===== src/rtl/uart_tx_frame_engine.sv =====
`default_nettype none
// ============================================================================
// Module      : uart_tx_frame_engine
// Description : Parametrised UART transmitter with internal bit-period
//               divider, optional parity and 1/2 stop bits.
// Revision    : 1.0 - initial release
// ============================================================================
module uart_tx_frame_engine #(
    parameter int DATA_BITS = 8,
    parameter int CLK_DIV   = 434,
    parameter int PARITY    = 0,
    parameter int STOP_BITS = 1
) (
    input  logic                 CLK,
    input  logic                 RST,
    input  logic                 Tx_Valid,
    input  logic [DATA_BITS-1:0] Tx_Data,
    output logic                 Tx_Ready,
    output logic                 Tx_Busy,
    output logic                 Tx_Done_Sig,
    output logic                 Tx_Pin_Out
);

    localparam int c_DIV_W = (CLK_DIV > 2) ? $clog2(CLK_DIV) : 1;
    localparam int c_CNT_W = (DATA_BITS > 2) ? $clog2(DATA_BITS) : 1;

    localparam logic [c_DIV_W-1:0] c_DIV_LAST  = c_DIV_W'(CLK_DIV - 1);
    localparam logic [c_CNT_W-1:0] c_DATA_LAST = c_CNT_W'(DATA_BITS - 1);
    localparam logic [c_CNT_W-1:0] c_STOP_LAST = c_CNT_W'(STOP_BITS - 1);

    // ------------------------------------------------------------------------
    // Elaboration-time parameter checks
    // ------------------------------------------------------------------------
    if (DATA_BITS < 5 || DATA_BITS > 9) begin : g_bad_data_bits
        $error("uart_tx_frame_engine: DATA_BITS must be 5..9");
    end
    if (CLK_DIV < 2) begin : g_bad_clk_div
        $error("uart_tx_frame_engine: CLK_DIV must be >= 2");
    end
    if (PARITY < 0 || PARITY > 2) begin : g_bad_parity
        $error("uart_tx_frame_engine: PARITY must be 0, 1 or 2");
    end
    if (STOP_BITS < 1 || STOP_BITS > 2) begin : g_bad_stop_bits
        $error("uart_tx_frame_engine: STOP_BITS must be 1 or 2");
    end

    typedef enum logic [2:0] {
        S_IDLE   = 3'd0,
        S_START  = 3'd1,
        S_DATA   = 3'd2,
        S_PARITY = 3'd3,
        S_STOP   = 3'd4
    } state_t;

    state_t               r_state;
    state_t               w_state_nxt;
    logic [c_DIV_W-1:0]   r_div;
    logic [c_DIV_W-1:0]   w_div_nxt;
    logic [c_CNT_W-1:0]   r_cnt;
    logic [c_CNT_W-1:0]   w_cnt_nxt;
    logic [DATA_BITS-1:0] r_shift;
    logic [DATA_BITS-1:0] w_shift_nxt;
    logic                 r_par;
    logic                 w_par_nxt;
    logic                 r_pin;
    logic                 w_pin_nxt;
    logic                 r_done;
    logic                 w_done_nxt;
    logic                 w_tick;
    logic                 w_par_calc;

    assign w_tick     = (r_div == c_DIV_LAST);
    // Odd parity inverts the XOR so the total count of ones comes out odd.
    assign w_par_calc = (PARITY == 1) ? ~(^Tx_Data) : (^Tx_Data);

    // ------------------------------------------------------------------------
    // State and datapath registers
    // ------------------------------------------------------------------------
    always_ff @(posedge CLK) begin
        if (RST) begin
            r_state <= S_IDLE;
            r_div   <= '0;
            r_cnt   <= '0;
            r_shift <= '0;
            r_par   <= 1'b0;
            r_pin   <= 1'b1;
            r_done  <= 1'b0;
        end else begin
            r_state <= w_state_nxt;
            r_div   <= w_div_nxt;
            r_cnt   <= w_cnt_nxt;
            r_shift <= w_shift_nxt;
            r_par   <= w_par_nxt;
            r_pin   <= w_pin_nxt;
            r_done  <= w_done_nxt;
        end
    end

    // ------------------------------------------------------------------------
    // Next-state and next-output logic
    // ------------------------------------------------------------------------
    always_comb begin
        w_state_nxt = r_state;
        w_div_nxt   = r_div;
        w_cnt_nxt   = r_cnt;
        w_shift_nxt = r_shift;
        w_par_nxt   = r_par;
        w_pin_nxt   = r_pin;
        w_done_nxt  = 1'b0;

        if (r_state != S_IDLE) begin
            w_div_nxt = w_tick ? '0 : (r_div + c_DIV_W'(1));
        end

        case (r_state)
            S_IDLE: begin
                w_pin_nxt = 1'b1;
                // Start bit is driven on the acceptance edge itself.
                if (Tx_Valid) begin
                    w_shift_nxt = Tx_Data;
                    w_par_nxt   = w_par_calc;
                    w_pin_nxt   = 1'b0;
                    w_div_nxt   = '0;
                    w_cnt_nxt   = '0;
                    w_state_nxt = S_START;
                end
            end

            S_START: begin
                if (w_tick) begin
                    w_pin_nxt   = r_shift[0];
                    w_shift_nxt = r_shift >> 1;
                    w_cnt_nxt   = '0;
                    w_state_nxt = S_DATA;
                end
            end

            S_DATA: begin
                if (w_tick) begin
                    if (r_cnt == c_DATA_LAST) begin
                        w_cnt_nxt = '0;
                        if (PARITY != 0) begin
                            w_pin_nxt   = r_par;
                            w_state_nxt = S_PARITY;
                        end else begin
                            w_pin_nxt   = 1'b1;
                            w_state_nxt = S_STOP;
                        end
                    end else begin
                        w_pin_nxt   = r_shift[0];
                        w_shift_nxt = r_shift >> 1;
                        w_cnt_nxt   = r_cnt + c_CNT_W'(1);
                    end
                end
            end

            S_PARITY: begin
                if (w_tick) begin
                    w_pin_nxt   = 1'b1;
                    w_cnt_nxt   = '0;
                    w_state_nxt = S_STOP;
                end
            end

            S_STOP: begin
                w_pin_nxt = 1'b1;
                if (w_tick) begin
                    if (r_cnt == c_STOP_LAST) begin
                        w_done_nxt  = 1'b1;
                        w_cnt_nxt   = '0;
                        w_state_nxt = S_IDLE;
                    end else begin
                        w_cnt_nxt = r_cnt + c_CNT_W'(1);
                    end
                end
            end

            default: begin
                w_pin_nxt   = 1'b1;
                w_state_nxt = S_IDLE;
            end
        endcase
    end

    assign Tx_Ready    = (r_state == S_IDLE);
    assign Tx_Busy     = ~Tx_Ready;
    assign Tx_Done_Sig = r_done;
    assign Tx_Pin_Out  = r_pin;

endmodule
`default_nettype wire


===== config.mk =====
export PLATFORM = sky130hd
export DESIGN_NAME = uart_tx_frame_engine
export DESIGN_NICKNAME = d
export VERILOG_FILES = /design/src/rtl/uart_tx_frame_engine.sv
export SDC_FILE = /design/constraint.sdc
export NUM_CORES = 1
export LEC_CHECK = 0
export ABC_AREA = 0
export CAP_MARGIN = 5
export CORE_MARGIN = 3
export CORE_UTILIZATION = 30
export DETAILED_ROUTE_END_ITERATION = 16
export DONT_BUFFER_PORTS = 1
export PLACE_DENSITY = 0.46
export REMOVE_ABC_BUFFERS = 1
export SYNTH_ARGS = -nofsm -noshare
export SYNTH_HDL_FRONTEND = slang
export SYNTH_SLANG_ARGS = --single-unit

===== constraint.sdc =====
create_clock -name CLK -period 1.9 [get_ports CLK]
set_clock_uncertainty 0.2 [all_clocks]
set_input_delay 0.38 -clock CLK [delete_from_list [all_inputs] [get_ports CLK]]
set_output_delay 0.38 -clock CLK [all_outputs]
set_load 0.01 [all_outputs]

### Word-level counts from Yosys, hierarchy flattened

Index checks and enable logic that the tools add are counted.

* register bits after elaboration: 25

* add/sub/neg operators: 2
* eq/ne operators: 15
* mux-type cells: 31
* bitwise operators: 3
* reduce and logical (&&, ||, !) cells: 11

Operators by type and width (count)
* two-way mux 3 bit: 13
* two-way mux 9 bit: 4
* two-way mux 8 bit: 4
* case mux 8 bit (3 select lines): 1
* inequality test 2 bit (second input constant): 8
* case mux 3 bit (5 select lines): 1
* case mux 3 bit (4 select lines): 1
* AND reduction 5 bit: 2
* adder 9 x 1 -> 9 bit (second input constant): 1
* equality test 9 bit (second input constant): 1
* AND reduction 7 bit: 1
* equality test 3 x 2 -> 1 bit (second input constant): 2
* equality test 3 bit (second input constant): 2
* zero test 3 bit: 2
* two-way mux 1 bit: 6
* nonzero test 3 bit: 2
* case mux 1 bit (4 select lines): 1
* nonzero test 4 bit: 1
* adder 3 x 1 -> 3 bit (second input constant): 1
* equality test 3 x 1 -> 1 bit (second input constant): 1
* inverter 1 bit: 3
* AND reduction 3 bit: 1
* OR reduction 3 bit: 1
* inequality test 2 x 1 -> 1 bit (second input constant): 1
* OR reduction 2 bit: 1

### Logic depth before layout (Yosys ltp)

* depth in word-level cells: 5
* gate-level depth with buffers: 8

### Worst setup path before layout

No wires, ideal clock.

* kind: register to register
* start point: reg r_cnt[0]
* end point: reg r_shift[3]
* setup time: 135 ps
* arrival: 1567 ps
* data required time: 1565 ps
* setup slack: -2 ps
* stages on the path, launching flop included: 7
* buffers on the path: 0
* period minus slack after synthesis: 1902 ps
* cells stage by stage: dfxtp_1 > ha_1 > ha_1 > or3b_1 > a21o_1 > a21oi_2 > a211oi_1

* longest elaborated chain between the ends: 3

RTL lines
* start, declared: line 59 `logic [c_CNT_W-1:0] r_cnt;`
* start signal, assigned: line 91 `r_cnt <= w_cnt_nxt;`
* equality test 3 bit: line 140 `if (r_cnt == c_DATA_LAST) begin`
* inequality test 2 bit (no line)
* AND reduction 5 bit (no line)
* end signal, assigned: line 92 `r_shift <= w_shift_nxt;`
* end, declared: line 61 `logic [DATA_BITS-1:0] r_shift;`

No other way between the ends.
A chain may end at the register's enable or synchronous reset.

### Worst setup path in the final report

* start point: reg r_cnt[0]
* end point: reg r_shift[5]

The elaborated chain is that of the path after synthesis.

==> results.tsv <==
metric	value	unit
status	finished, violations left	
violations	hold timing	
max-vdd-ir-drop	0.309	mV
wirelength	3460	microns
worstHoldPathType	in -> reg	
startpoint_type	flip-flop	
grt_overflow	0	
rsz0062_at_grt	true	
p_per_area	603	mW/mm^2
n_fill_cell	439	
fmax	534	MHz
hpwl	2600	microns
synthCells	166	
p_leak	0.000654	uW
post-synth-top-count-cell	dfxtp_1	
cp.arrival	1.83	ns
drtIter0Drc	45	
synth_edf_count	0	
ctsHtreeMaxLevel	1	
antenna_found_initial	0	
synth_common_cells	25 x dfxtp_1, 13 x nor2_1, 12 x nand2_1	
slew_viol_final	0	
numCtsBuffers	3	
globalRouteMet3Util	4.14	%
cts_setup_buffers	0	
synth-seq-area-share	35.1	%
worst_skew_pair.late_latency	0.27	ns
num_rows	24	
power	1070	uW
yosys.cell_types.count	47	
grtUsageTotal	14.1	%
ys.flop_type	dfxtp_1	
crit_type	reg -> reg	
final_cell_area	0.00177	sq mm
clockBufferDepth	2	
coreArea	0.00447	sq mm
synth_top_area_share	35.1	%
finalSetupViolCount	0	
dr.pass1.iters	4	
grt.met1_usage	18.6	%
cts_sinks	25	
synth_warnings	0	
met2_usage	22.1	%
viasPerCell	5.50	
hold_viol_final	19	
finalNetCount	203	
ioPinCount	15	
grt_max_degree	28	
pre_cts_slack	-0.107	ns
drc	0	
die_width	74.9	microns
ys_ff_latch	25	
min_period	1.87	ns
n_antenna_cell	0	
path_max_fanout	8	
port_buffers	0	
async_reset_ff_share	0	%
clockRootBuffer	clkbuf_8	
synth_area_leaders	dfxtp_1 35%, mux2i_1 5.6%, a211oi_1 5.3%, ha_1 4.4%, a21oi_1 3.9%	
synth_area_per_cell	8.59	sq um
finalWeightedCongestion	0.798	
wl_per_cell	14.5	microns
yosysTopAreaCell	dfxtp_1	
first_global_vias	1320	
ant_nets	0	
worst_pin_slew	0.301	ns
place_area	0.00163	sq mm
grt_pass1_wl	6160	microns
syn_area	0.00143	sq mm
finalCritPeriodShare	98.5	%
dieArea	0.00561	sq mm
layout-drive-gt1-share	29.0	%
initial_utilization	31.9	%
relSlewSlack	79.9	%
path_clk_slew	0.08	ns
vias	1308	
synthToLayoutAreaGrowth	24.1	%
busiest_layer	met2	
whs	-0.0306	ns
maxCapViolCount	0	
cts_tree	yes	
fin_ws	0.0283	ns
crit_path_end_kind	flip-flop	
crit_required	1.86	ns
die_h	74.9	microns
-- per-layer routing --
metal,wire [microns],part of all wire (%),vias up
met4,51,1.5,0
li1,-,-,660
met2,1620,47,12
met3,120,3.5,6
met5,0,0,-
met1,1660,48,630
-- stage by stage --
| step | cells | setup TNS, ns | util, % |
|---|---|---|---|
| floorplan | 157 | -0.165 | - |
| global placement | 234 | -0.342 | 36.4 |
| CTS | 238 | 0 | 38.9 |
| finish | 238 | 0 | 39.5 |
| detailed placement | 234 | -0.590 | 36.4 |
| global route | 238 | -0.185 | 39.5 |
-- final timing paths --
path	start	end	slack [ns]	cells past startpoint
max reg2reg	r_cnt[0]$_SDFFE_PP0P_	r_shift[5]$_SDFFE_PP0P_	0.03	7
max	r_cnt[0]$_SDFFE_PP0P_	r_shift[5]$_SDFFE_PP0P_	0.03	7
min	RST	r_cnt[1]$_SDFFE_PP0P_	-0.03	1
min reg2reg	r_div[8]$_SDFF_PP0_	r_div[8]$_SDFF_PP0_	0.27	1
-- layout by cell type, fill, tap and decap left out, types with 2 or more instances in the layout --
master and instances:
dfxtp_2 2, a21oi_2 3, o22ai_1 2, nor4_1 2
ha_1 3, o21ai_0 4, nor2_1 12, buf_4 23
buf_6 2, nand3b_1 2, a21oi_1 11, nor3_1 4
nand3_1 10, a311oi_1 2, and3_1 2, ha_4 2
clkbuf_8 3, o2111ai_1 4, nand2_1 12, nor2_2 2
nand2b_1 2, dfxtp_1 23, mux2i_1 8, a211oi_2 5
and4_2 2, inv_1 8, a211oi_1 5
-- layout make-up --
class	instances	area (sq um)	area share [%]
multi-input cells	123	921	52.1
flip-flops and latches	25	503	28.5
repair buffers	25	195	11.0
well taps	52	65.1	3.68
clock buffers	4	45.0	2.55
inverters	9	38.8	2.19
-- power by group --
group | total [uW] | switching [uW] | internal [uW]
Combinational | 182 | 99.5 | 82.4
Clock | 320 | 170 | 150
Sequential | 564 | 15.5 | 549
Total | 1070 | 285 | 781
-- logic make-up (layout without fill, tap and decap cells) --
kind of cell	after synthesis	in the layout	share of synthesized area, %
xor gates and xnor gates	1	1	0.615
and+or+nand+nor	61	61	24.7
muxes	8	8	5.62
AOI/OAI and AO/OA	48	48	23.9
adders and majority gates	5	5	4.39
buffers and inverters	18	38	5.71
DFF	25	25	35.1
-- worst max-delay path: stages (launching register included) --
cell and delay (ns):
dfxtp_2 0.34, ha_4 0.16, ha_4 0.15, or3b_4 0.39
a21o_1 0.19, a21oi_2 0.12, buf_6 0.15, a211oi_2 0.07
-- registers in the layout (all words and copies together), names as in the netlist --
signal	cells
Tx_Done_Sig	1
Tx_Pin_Out	1
r_cnt	3
r_div	9
r_shift	8
r_state	3
-- what timing repair did --
item / in CTS / in global routing
endpoints found under the setup margin: 10 / 14
gates resized for setup: 14 / 9
pin swaps: 4 / 3
endpoints found under the hold margin: 19 / 20
Power figures use the tool's default switching activity.
